===== src/rtl/lsu_dmem_ctrl_if.sv =====
// Bundle of the core-side request/response handshake and the word-wide
// data-memory port of the load/store controller.
interface lsu_dmem_ctrl_if;
    // Core request
    logic        req_valid;
    logic        req_ready;
    logic        req_we;
    logic [2:0]  req_funct3;
    logic [31:0] req_addr;
    logic [31:0] req_wdata;
    // Core response
    logic        resp_valid;
    logic [31:0] resp_rdata;
    logic        resp_err;
    // Data memory (async read, sync word write)
    logic        mem_we;
    logic [31:0] mem_addr;
    logic [31:0] mem_wd;
    logic [31:0] mem_rd;

    // Controller side
    modport slave (
        input  req_valid, req_we, req_funct3, req_addr, req_wdata, mem_rd,
        output req_ready, resp_valid, resp_rdata, resp_err,
        output mem_we, mem_addr, mem_wd
    );

    // Environment side (core plus memory)
    modport master (
        output req_valid, req_we, req_funct3, req_addr, req_wdata, mem_rd,
        input  req_ready, resp_valid, resp_rdata, resp_err,
        input  mem_we, mem_addr, mem_wd
    );
endinterface


===== src/rtl/lsu_dmem_ctrl.sv =====
// Multicycle RV32I load/store initiator in front of a word-only data memory.
// Sub-word stores are done as read-modify-write; sub-word loads are extracted
// and sign/zero extended. Misaligned or illegal requests return an error
// response and never touch memory.
module lsu_dmem_ctrl (
    input  logic              clk,
    input  logic              rst_n,
    lsu_dmem_ctrl_if.slave    bus
);

    typedef enum logic [1:0] {
        IDLE  = 2'd0,
        READ  = 2'd1,
        WRITE = 2'd2,
        RESP  = 2'd3
    } state_t;

    state_t      state_q, state_d;
    logic        we_q, we_d;
    logic [2:0]  funct3_q, funct3_d;
    logic [31:0] addr_q, addr_d;
    logic [31:0] wdata_q, wdata_d;
    logic [31:0] word_q, word_d;
    logic [31:0] resp_rdata_q, resp_rdata_d;
    logic        resp_err_q, resp_err_d;

    logic        req_err;
    logic [3:0]  byte_en;
    logic [31:0] wdata_rep;
    logic [31:0] merged_word;
    logic [7:0]  load_byte;
    logic [15:0] load_half;
    logic [31:0] load_data;

    // Classify an incoming request as illegal or misaligned.
    always_comb begin
        req_err = 1'b0;
        if (bus.req_we) begin
            if (bus.req_funct3 > 3'b010) req_err = 1'b1;
        end else begin
            if (bus.req_funct3 == 3'b011 || bus.req_funct3 == 3'b110 ||
                bus.req_funct3 == 3'b111) req_err = 1'b1;
        end
        if (bus.req_funct3[1:0] == 2'b01 && bus.req_addr[0]) req_err = 1'b1;
        if (bus.req_funct3[1:0] == 2'b10 && bus.req_addr[1:0] != 2'b00) req_err = 1'b1;
    end

    // Byte lanes written by the latched store and the store data replicated onto them.
    always_comb begin
        byte_en   = 4'b1111;
        wdata_rep = wdata_q;
        case (funct3_q[1:0])
            2'b00: begin
                byte_en   = 4'b0001 << addr_q[1:0];
                wdata_rep = {4{wdata_q[7:0]}};
            end
            2'b01: begin
                byte_en   = addr_q[1] ? 4'b1100 : 4'b0011;
                wdata_rep = {2{wdata_q[15:0]}};
            end
            default: begin
                byte_en   = 4'b1111;
                wdata_rep = wdata_q;
            end
        endcase
    end

    // Per-lane merge: selected lanes take store data, others keep the old word.
    // A word store enables every lane, so the old word drops out entirely.
    genvar gi;
    generate
        for (gi = 0; gi < 4; gi++) begin : g_lane
            assign merged_word[gi*8 +: 8] = byte_en[gi] ? wdata_rep[gi*8 +: 8]
                                                        : word_q[gi*8 +: 8];
        end
    endgenerate

    // Extract and extend load data from the word currently on mem_rd.
    always_comb begin
        load_byte = bus.mem_rd[{addr_q[1:0], 3'b000} +: 8];
        load_half = addr_q[1] ? bus.mem_rd[31:16] : bus.mem_rd[15:0];
        case (funct3_q)
            3'b000:  load_data = {{24{load_byte[7]}}, load_byte};
            3'b100:  load_data = {24'h0, load_byte};
            3'b001:  load_data = {{16{load_half[15]}}, load_half};
            3'b101:  load_data = {16'h0, load_half};
            default: load_data = bus.mem_rd;
        endcase
    end

    // Next-state and register-update logic for the request FSM.
    always_comb begin
        state_d      = state_q;
        we_d         = we_q;
        funct3_d     = funct3_q;
        addr_d       = addr_q;
        wdata_d      = wdata_q;
        word_d       = word_q;
        resp_rdata_d = resp_rdata_q;
        resp_err_d   = resp_err_q;
        case (state_q)
            IDLE: begin
                if (bus.req_valid) begin
                    we_d     = bus.req_we;
                    funct3_d = bus.req_funct3;
                    addr_d   = bus.req_addr;
                    wdata_d  = bus.req_wdata;
                    if (req_err) begin
                        resp_rdata_d = 32'h0;
                        resp_err_d   = 1'b1;
                        state_d      = RESP;
                    end else if (bus.req_we && bus.req_funct3[1:0] == 2'b10) begin
                        // Full-word store needs no read of the old word.
                        resp_rdata_d = 32'h0;
                        resp_err_d   = 1'b0;
                        state_d      = WRITE;
                    end else begin
                        state_d = READ;
                    end
                end
            end
            READ: begin
                word_d     = bus.mem_rd;
                resp_err_d = 1'b0;
                if (we_q) begin
                    resp_rdata_d = 32'h0;
                    state_d      = WRITE;
                end else begin
                    resp_rdata_d = load_data;
                    state_d      = RESP;
                end
            end
            WRITE:   state_d = RESP;
            RESP:    state_d = IDLE;
            default: state_d = IDLE;
        endcase
    end

    // State and datapath registers; reset abandons any in-flight access.
    always_ff @(posedge clk or negedge rst_n) begin
        if (!rst_n) begin
            state_q      <= IDLE;
            we_q         <= 1'b0;
            funct3_q     <= 3'b000;
            addr_q       <= 32'h0;
            wdata_q      <= 32'h0;
            word_q       <= 32'h0;
            resp_rdata_q <= 32'h0;
            resp_err_q   <= 1'b0;
        end else begin
            state_q      <= state_d;
            we_q         <= we_d;
            funct3_q     <= funct3_d;
            addr_q       <= addr_d;
            wdata_q      <= wdata_d;
            word_q       <= word_d;
            resp_rdata_q <= resp_rdata_d;
            resp_err_q   <= resp_err_d;
        end
    end

    // Outputs decode straight from the state register, so mem_we drops
    // with reset without waiting for a clock edge.
    assign bus.req_ready  = (state_q == IDLE);
    assign bus.mem_we     = (state_q == WRITE);
    assign bus.resp_valid = (state_q == RESP);
    assign bus.resp_rdata = resp_rdata_q;
    assign bus.resp_err   = resp_err_q;
    assign bus.mem_addr   = {addr_q[31:2], 2'b00};
    assign bus.mem_wd     = merged_word;

endmodule


===== src/flat_wrapper.sv =====
// flat-port wrapper written by rule: the top's interface ports become plain ports
module lsu_dmem_ctrl_flat 
  (clk, rst_n, bus_req_valid, bus_req_we, bus_req_funct3, bus_req_addr, bus_req_wdata, bus_mem_rd, bus_req_ready, bus_resp_valid, bus_resp_rdata, bus_resp_err, bus_mem_we, bus_mem_addr, bus_mem_wd);
  lsu_dmem_ctrl_if bus_i ();
  input  logic clk;
  input  logic rst_n;
  input wire logic [$bits(bus_i.req_valid)-1:0] bus_req_valid;
  input wire logic [$bits(bus_i.req_we)-1:0] bus_req_we;
  input wire logic [$bits(bus_i.req_funct3)-1:0] bus_req_funct3;
  input wire logic [$bits(bus_i.req_addr)-1:0] bus_req_addr;
  input wire logic [$bits(bus_i.req_wdata)-1:0] bus_req_wdata;
  input wire logic [$bits(bus_i.mem_rd)-1:0] bus_mem_rd;
  output wire logic [$bits(bus_i.req_ready)-1:0] bus_req_ready;
  output wire logic [$bits(bus_i.resp_valid)-1:0] bus_resp_valid;
  output wire logic [$bits(bus_i.resp_rdata)-1:0] bus_resp_rdata;
  output wire logic [$bits(bus_i.resp_err)-1:0] bus_resp_err;
  output wire logic [$bits(bus_i.mem_we)-1:0] bus_mem_we;
  output wire logic [$bits(bus_i.mem_addr)-1:0] bus_mem_addr;
  output wire logic [$bits(bus_i.mem_wd)-1:0] bus_mem_wd;
  assign bus_i.req_valid = bus_req_valid;
  assign bus_i.req_we = bus_req_we;
  assign bus_i.req_funct3 = bus_req_funct3;
  assign bus_i.req_addr = bus_req_addr;
  assign bus_i.req_wdata = bus_req_wdata;
  assign bus_i.mem_rd = bus_mem_rd;
  assign bus_req_ready = bus_i.req_ready;
  assign bus_resp_valid = bus_i.resp_valid;
  assign bus_resp_rdata = bus_i.resp_rdata;
  assign bus_resp_err = bus_i.resp_err;
  assign bus_mem_we = bus_i.mem_we;
  assign bus_mem_addr = bus_i.mem_addr;
  assign bus_mem_wd = bus_i.mem_wd;
  lsu_dmem_ctrl u_core (.clk(clk), .rst_n(rst_n), .bus(bus_i));
endmodule

===== config.mk =====
export PLATFORM = sky130hd
export DESIGN_NAME = lsu_dmem_ctrl_flat
export DESIGN_NICKNAME = d
export VERILOG_FILES = /design/src/rtl/lsu_dmem_ctrl_if.sv /design/src/rtl/lsu_dmem_ctrl.sv /design/src/flat_wrapper.sv
export SDC_FILE = /design/constraint.sdc
export NUM_CORES = 1
export LEC_CHECK = 0
export ABC_AREA = 1
export CAP_MARGIN = 30
export CORE_UTILIZATION = 45
export DETAILED_ROUTE_END_ITERATION = 10
export GPL_TIMING_DRIVEN = 0
export HOLD_SLACK_MARGIN = 0.03
export PLACE_DENSITY = 0.76
export SLEW_MARGIN = 20
export SYNTH_ARGS = -nofsm -noshare
export SYNTH_HDL_FRONTEND = slang
export SYNTH_SLANG_ARGS = --single-unit

===== constraint.sdc =====
create_clock -name clk -period 4.8 [get_ports clk]
set_input_delay 0.72 -clock clk [delete_from_list [all_inputs] [get_ports clk]]
set_output_delay 0.72 -clock clk [all_outputs]
set_load 0.005 [all_outputs]

# After elaboration in Yosys (flattened, before gate mapping)

Cells that the tools add are included.

Input port bits: 103
Bits in registers: 135
Output and inout bits: 100

Shifts and indexed selects: 2
Order comparisons: 1
Reductions and logical operators: 12
Muxes and demuxes: 28
Eq/ne operators: 14

Operators by type and width:

| cell                                                          | number |
|---|---|
| two-way mux 32 bit                                            | 4 |
| case mux 32 bit (2 select lines)                              | 2 |
| case mux 32 bit (4 select lines)                              | 1 |
| two-way mux 8 bit                                             | 4 |
| indexed part select 32 x 6 -> 8 bit                           | 1 |
| two-way mux 16 bit                                            | 1 |
| equality test 3 bit, second input constant                    | 4 |
| two-way mux 1 bit                                             | 9 |
| case mux 2 bit (4 select lines)                               | 1 |
| case mux 4 bit (2 select lines)                               | 1 |
| equality test 2 x 1 -> 1 bit, second input constant           | 3 |
| equality test 2 bit, second input constant                    | 3 |
| two-way mux 2 bit                                             | 3 |
| logical NOT 2 bit                                             | 2 |
| two-way mux 4 bit                                             | 1 |
| nonzero test 2 bit                                            | 2 |
| left shift 1 x 2 -> 4 bit, first input constant               | 1 |
| equality test 3 x 1 -> 1 bit, second input constant           | 1 |
| equality test 3 x 2 -> 1 bit, second input constant           | 1 |
| greater-than comparator 3 x 2 -> 1 bit, second input constant | 1 |
| logical AND 1 bit                                             | 3 |
| logical NOT 3 bit                                             | 1 |
| != test 3 x 1 -> 1 bit, second input constant                 | 1 |
| AND reduction 3 bit                                           | 1 |
| 4 further kinds                                               | 5 |

# Longest topological paths before layout

Depth in word-level cells: 10
Gate-level depth with buffers: 12

# Worst setup path after synthesis

Ideal clock, no wire load.

Path kind: reg-to-output
From: register u_core.funct3_q[0]
To: output port bus_mem_wd[16]
Buffers on the path: 2
Arrival: 1254 ps
Cell stages (with the launch flop): 8
Path slack: 2826 ps
Path through: dfrtp_1 > inv_1 > nand2_4 > buf_6 > nor2_2 > nor2_4 > buf_2 > o21ai_0

Longest elaborated chain between the ends: 3

Ends and longest elaborated chain:

| item                                                                                       | line                 | source |
|---|---|---|
| start, declared                                                                            | lsu_dmem_ctrl.sv:20  | `logic [2:0] funct3_q, funct3_d;` |
| start signal, assigned                                                                     | lsu_dmem_ctrl.sv:153 | `funct3_q <= funct3_d;` |
| equality test 2 x 1 -> 1 bit / logical NOT 2 bit (equally long branches)                   | lsu_dmem_ctrl.sv:52  | `case (funct3_q[1:0])` |
| case mux 32 bit (2 select lines) / case mux 4 bit (2 select lines) (equally long branches) | lsu_dmem_ctrl.sv:52  |  |
| two-way mux 8 bit (*)                                                                      | lsu_dmem_ctrl.sv:73  | `assign merged_word[gi*8 +: 8] = byte_en[gi] ? wdata_rep[gi*8 +: 8]` |
| end, declared                                                                              | flat_wrapper.sv:19   | `output wire logic [$bits(bus_i.mem_wd)-1:0] bus_mem_wd;` |

Every way passes the cells marked *; elsewhere a longest branch is shown, timed or not.

# Worst setup path after layout

From: register u_core.funct3_q[1]
To: output port bus_mem_wd[31]

Same word-level chain as after synthesis.

==> results.txt <==
Yosys warns: 0
First-pass GRT wire length: 34.4 mm
Crit-path cells: buf_2 -> nor2_1 -> inv_1 -> o21ai_0 -> a21oi_1 -> a21oi_1 -> clkdlybuf4s50_1
Netlist cell types: 27
Critical path class: flip-flop to primary output
FFs w/ async S/R, synth: 100%
Cell leakage power: 4.77 nW
Drt first-iter violations: 646
PnR worst setup slack: 1510 ps
Data arrival time of the worst path: 2570 ps
Antenna violations before repair: 0
Avg Inst Size Synth: 7.42 um2
Largest net degree at the start of global routing: 86
Outcome: completed
Crit end category: primary output
Period utilization: 68.5%
HPWL after DPL: 16.2 mm
Max Freq: 304 MHz
Syn Std Cell Area: 0.00697 mm2
RSZ-0062 raised after global routing: no
Ports: 203
Placer congestion estimate: 0.907
Min Tclk post-route: 3290 ps
Place WS: 1950 ps
Total Power: 7.08 mW
Via count: 6,999
CTS tree: done
Starting Density: 46.0%
CTS sink count: 135
CORE AREA: 0.0151 mm2
Post-synthesis sequential area ratio: 48.5%
Tightest Pin Transition: 575 ps
DRT Wirelength: 21.4 mm
DR vias/cell: 5.14
Number of synthesized flops with an enable pin: 0
Total CTS buffers: 17
Post-layout util: 64.8%
Gate Count Post-Synth: 939
Max cap viols: 0
CP most frequent cell: a21oi_1
Die width: 126 um
Top_reg_cell synth: dfrtp_1
Residual DRC count: 0
Die Y: 126 um
Setup TNS: 0 ps
H-Tree Depth: 4
Routed Antenna Nets: 0
Worst path required time: 4080 ps
Layout Nets: 1,267
Peak VDD IR: 328 uV
Drt pass-1 iters: 7
Area grow syn2layout: 40.9%
Final hold vios: 0
Type of the worst min-delay path: primary input to asynchronous set/reset pin
Max-slew violations: 0
Clock Skew: 6.10 ps
Wire per inst: 15.7 um
Post-CTS Resized: 0
Worst-Skew Late Latency: 420 ps
Buf+Inv Stages, Crit Path: 3
Die area: 0.0160 mm2
Register clock-pin slew on the reported worst setup and hold paths: 60 ps
Critical path peak fanout: 10
Layout cells sized above 1: 9.12%
Largest stage delay on the critical path: 540 ps
Buffers on Ports: 200
Top delay family on crit path: buffers and inverters
Diodes inserted: 0
Postcts setup bufs: 0
# rows: 45
Cell Pwr Density: 721 mW/mm2
GRT Total Usage: 28.0%
GR Overflow Total: 0
Post-CTS Hold Buffers: 0
Clk buf depth: 2
Worst path slowest cell: clkdlybuf4s50_1
Number of global-route vias before repair: 6,749
Root Buffer: clkbuf_16
Slew margin rel.: 61.7%
Finish-stage setup viols: 0
Register bit total from synthesis: 135
CP Launch Type: flip-flop
-- final timing paths --
path                            slack [ps]               start                         to  depth (start not counted)
worst max register to register        2770   u_core.state_q[1]  u_core.bus.resp_rdata[19]                         10
worst min-delay path                   200               rst_n           u_core.addr_q[9]                          1
worst min register to register         470    u_core.word_q[2]           u_core.word_q[2]                          2
max in group asynchronous             3840               rst_n           u_core.word_q[9]                          2
worst max-delay path                  1510  u_core.funct3_q[1]             bus_mem_wd[31]                          7
min in group clk                       470    u_core.word_q[2]           u_core.word_q[2]                          2
-- per-layer routing --
metal  part of all wire [%]  vias up  global-route usage (%)  wire (um)
met5                      0        -                       0          0
met4                    1.9        0                    9.07        399
met3                     10       37                    9.03       2160
met2                     47      310                    44.7      10000
met1                     41     3266                    36.2       8840
li1                       -     3386                       -          -
-- synthesized netlist by cell type (2+ instances only) --
library cell / count / share of area [%]
nand3_1: 43 / 3.1
clkbuf_1: 26 / 1.4
buf_2: 19 / 1.4
nor2_1: 28 / 1.5
nor2_2: 6 / 0.54
inv_2: 3 / 0.16
a21oi_2: 2 / 0.25
a21oi_1: 45 / 3.2
inv_1: 50 / 2.7
nand2_1: 392 / 21
o21ai_1: 13 / 0.93
inv_4: 2 / 0.18
buf_6: 3 / 0.48
ha_1: 4 / 0.72
o21ai_0: 119 / 8.5
nand2_2: 2 / 0.18
dfrtp_1: 135 / 48
buf_4: 38 / 4.1
-- state kept, by name (all words and copies together) (netlist names) --
name,count
u_core.addr_q,32
u_core.bus.resp_err,1
u_core.bus.resp_rdata,32
u_core.funct3_q,3
u_core.state_q,2
u_core.wdata_q,32
u_core.we_q,1
u_core.word_q,32
-- cell usage in the layout, fill, tap and decap left out, drive strengths merged --
master         netlist  final
ha                   4      4
o211ai               1      1
a41oi                1      1
clkbuf              26     51
clkdlybuf4s50        0    199
dfrtp              135    135
o21a                 1      1
conb                 1      2
a31oi                1      1
a21oi               47     47
nand2              395    395
clkinvlp             0      2
nand3               43     43
bufinv               0      2
nand4                1      1
clkinv               0      3
nor2                35     35
o21ai              133    133
inv                 55     55
buf                 60     62
-- kinds of logic after synthesis --
logic type / count (synthesis) / share of synthesized area, %
compound gates: 184 / 13.5
other cells: 1 / 0.0538
flops: 135 / 48.5
buf+inv: 141 / 10.4
fa+ha+maj: 4 / 0.718
simple gates: 474 / 26.8
-- per-stage QoR --
step	instance area (um2)	std cells	hold WS (ps)
after floorplan	6970	940	424
after global placement	9210	1328	459
after detailed placement	9240	1329	463
after CTS	9820	1361	206
after global routing	9820	1361	228
final	9820	1361	198
-- power breakdown --
part | leakage [nW] | switching, mW | total [mW] | internal, mW
Clock | 0.277 | 0.489 | 1.29 | 0.805
Combinational | 2.78 | 1.97 | 3.78 | 1.82
Sequential | 1.72 | 0.308 | 2.00 | 1.69
-- worst reg2reg max path: cells and delay by family, from the launching register on --
kind,cells,cell delay [ps]
buffers and inverters,4,710
flip-flops,1,410
AND/OR/NAND/NOR,3,380
AO/OA/AOI/OAI,2,320
adder cells (fa/ha/maj),1,150
-- area by class of cell --
class                      count  area (um2)
tap                          188         235
buffer                        86         512
fill                        1316        5330
clock buffer                  25         485
timing repair buffer         201        2030
inverter                      55         211
sequential                   135        3380
clock inverter                 7        93.8
multi-input combinational    664        2870
Note: power is estimated with default switching activity, not from simulation.
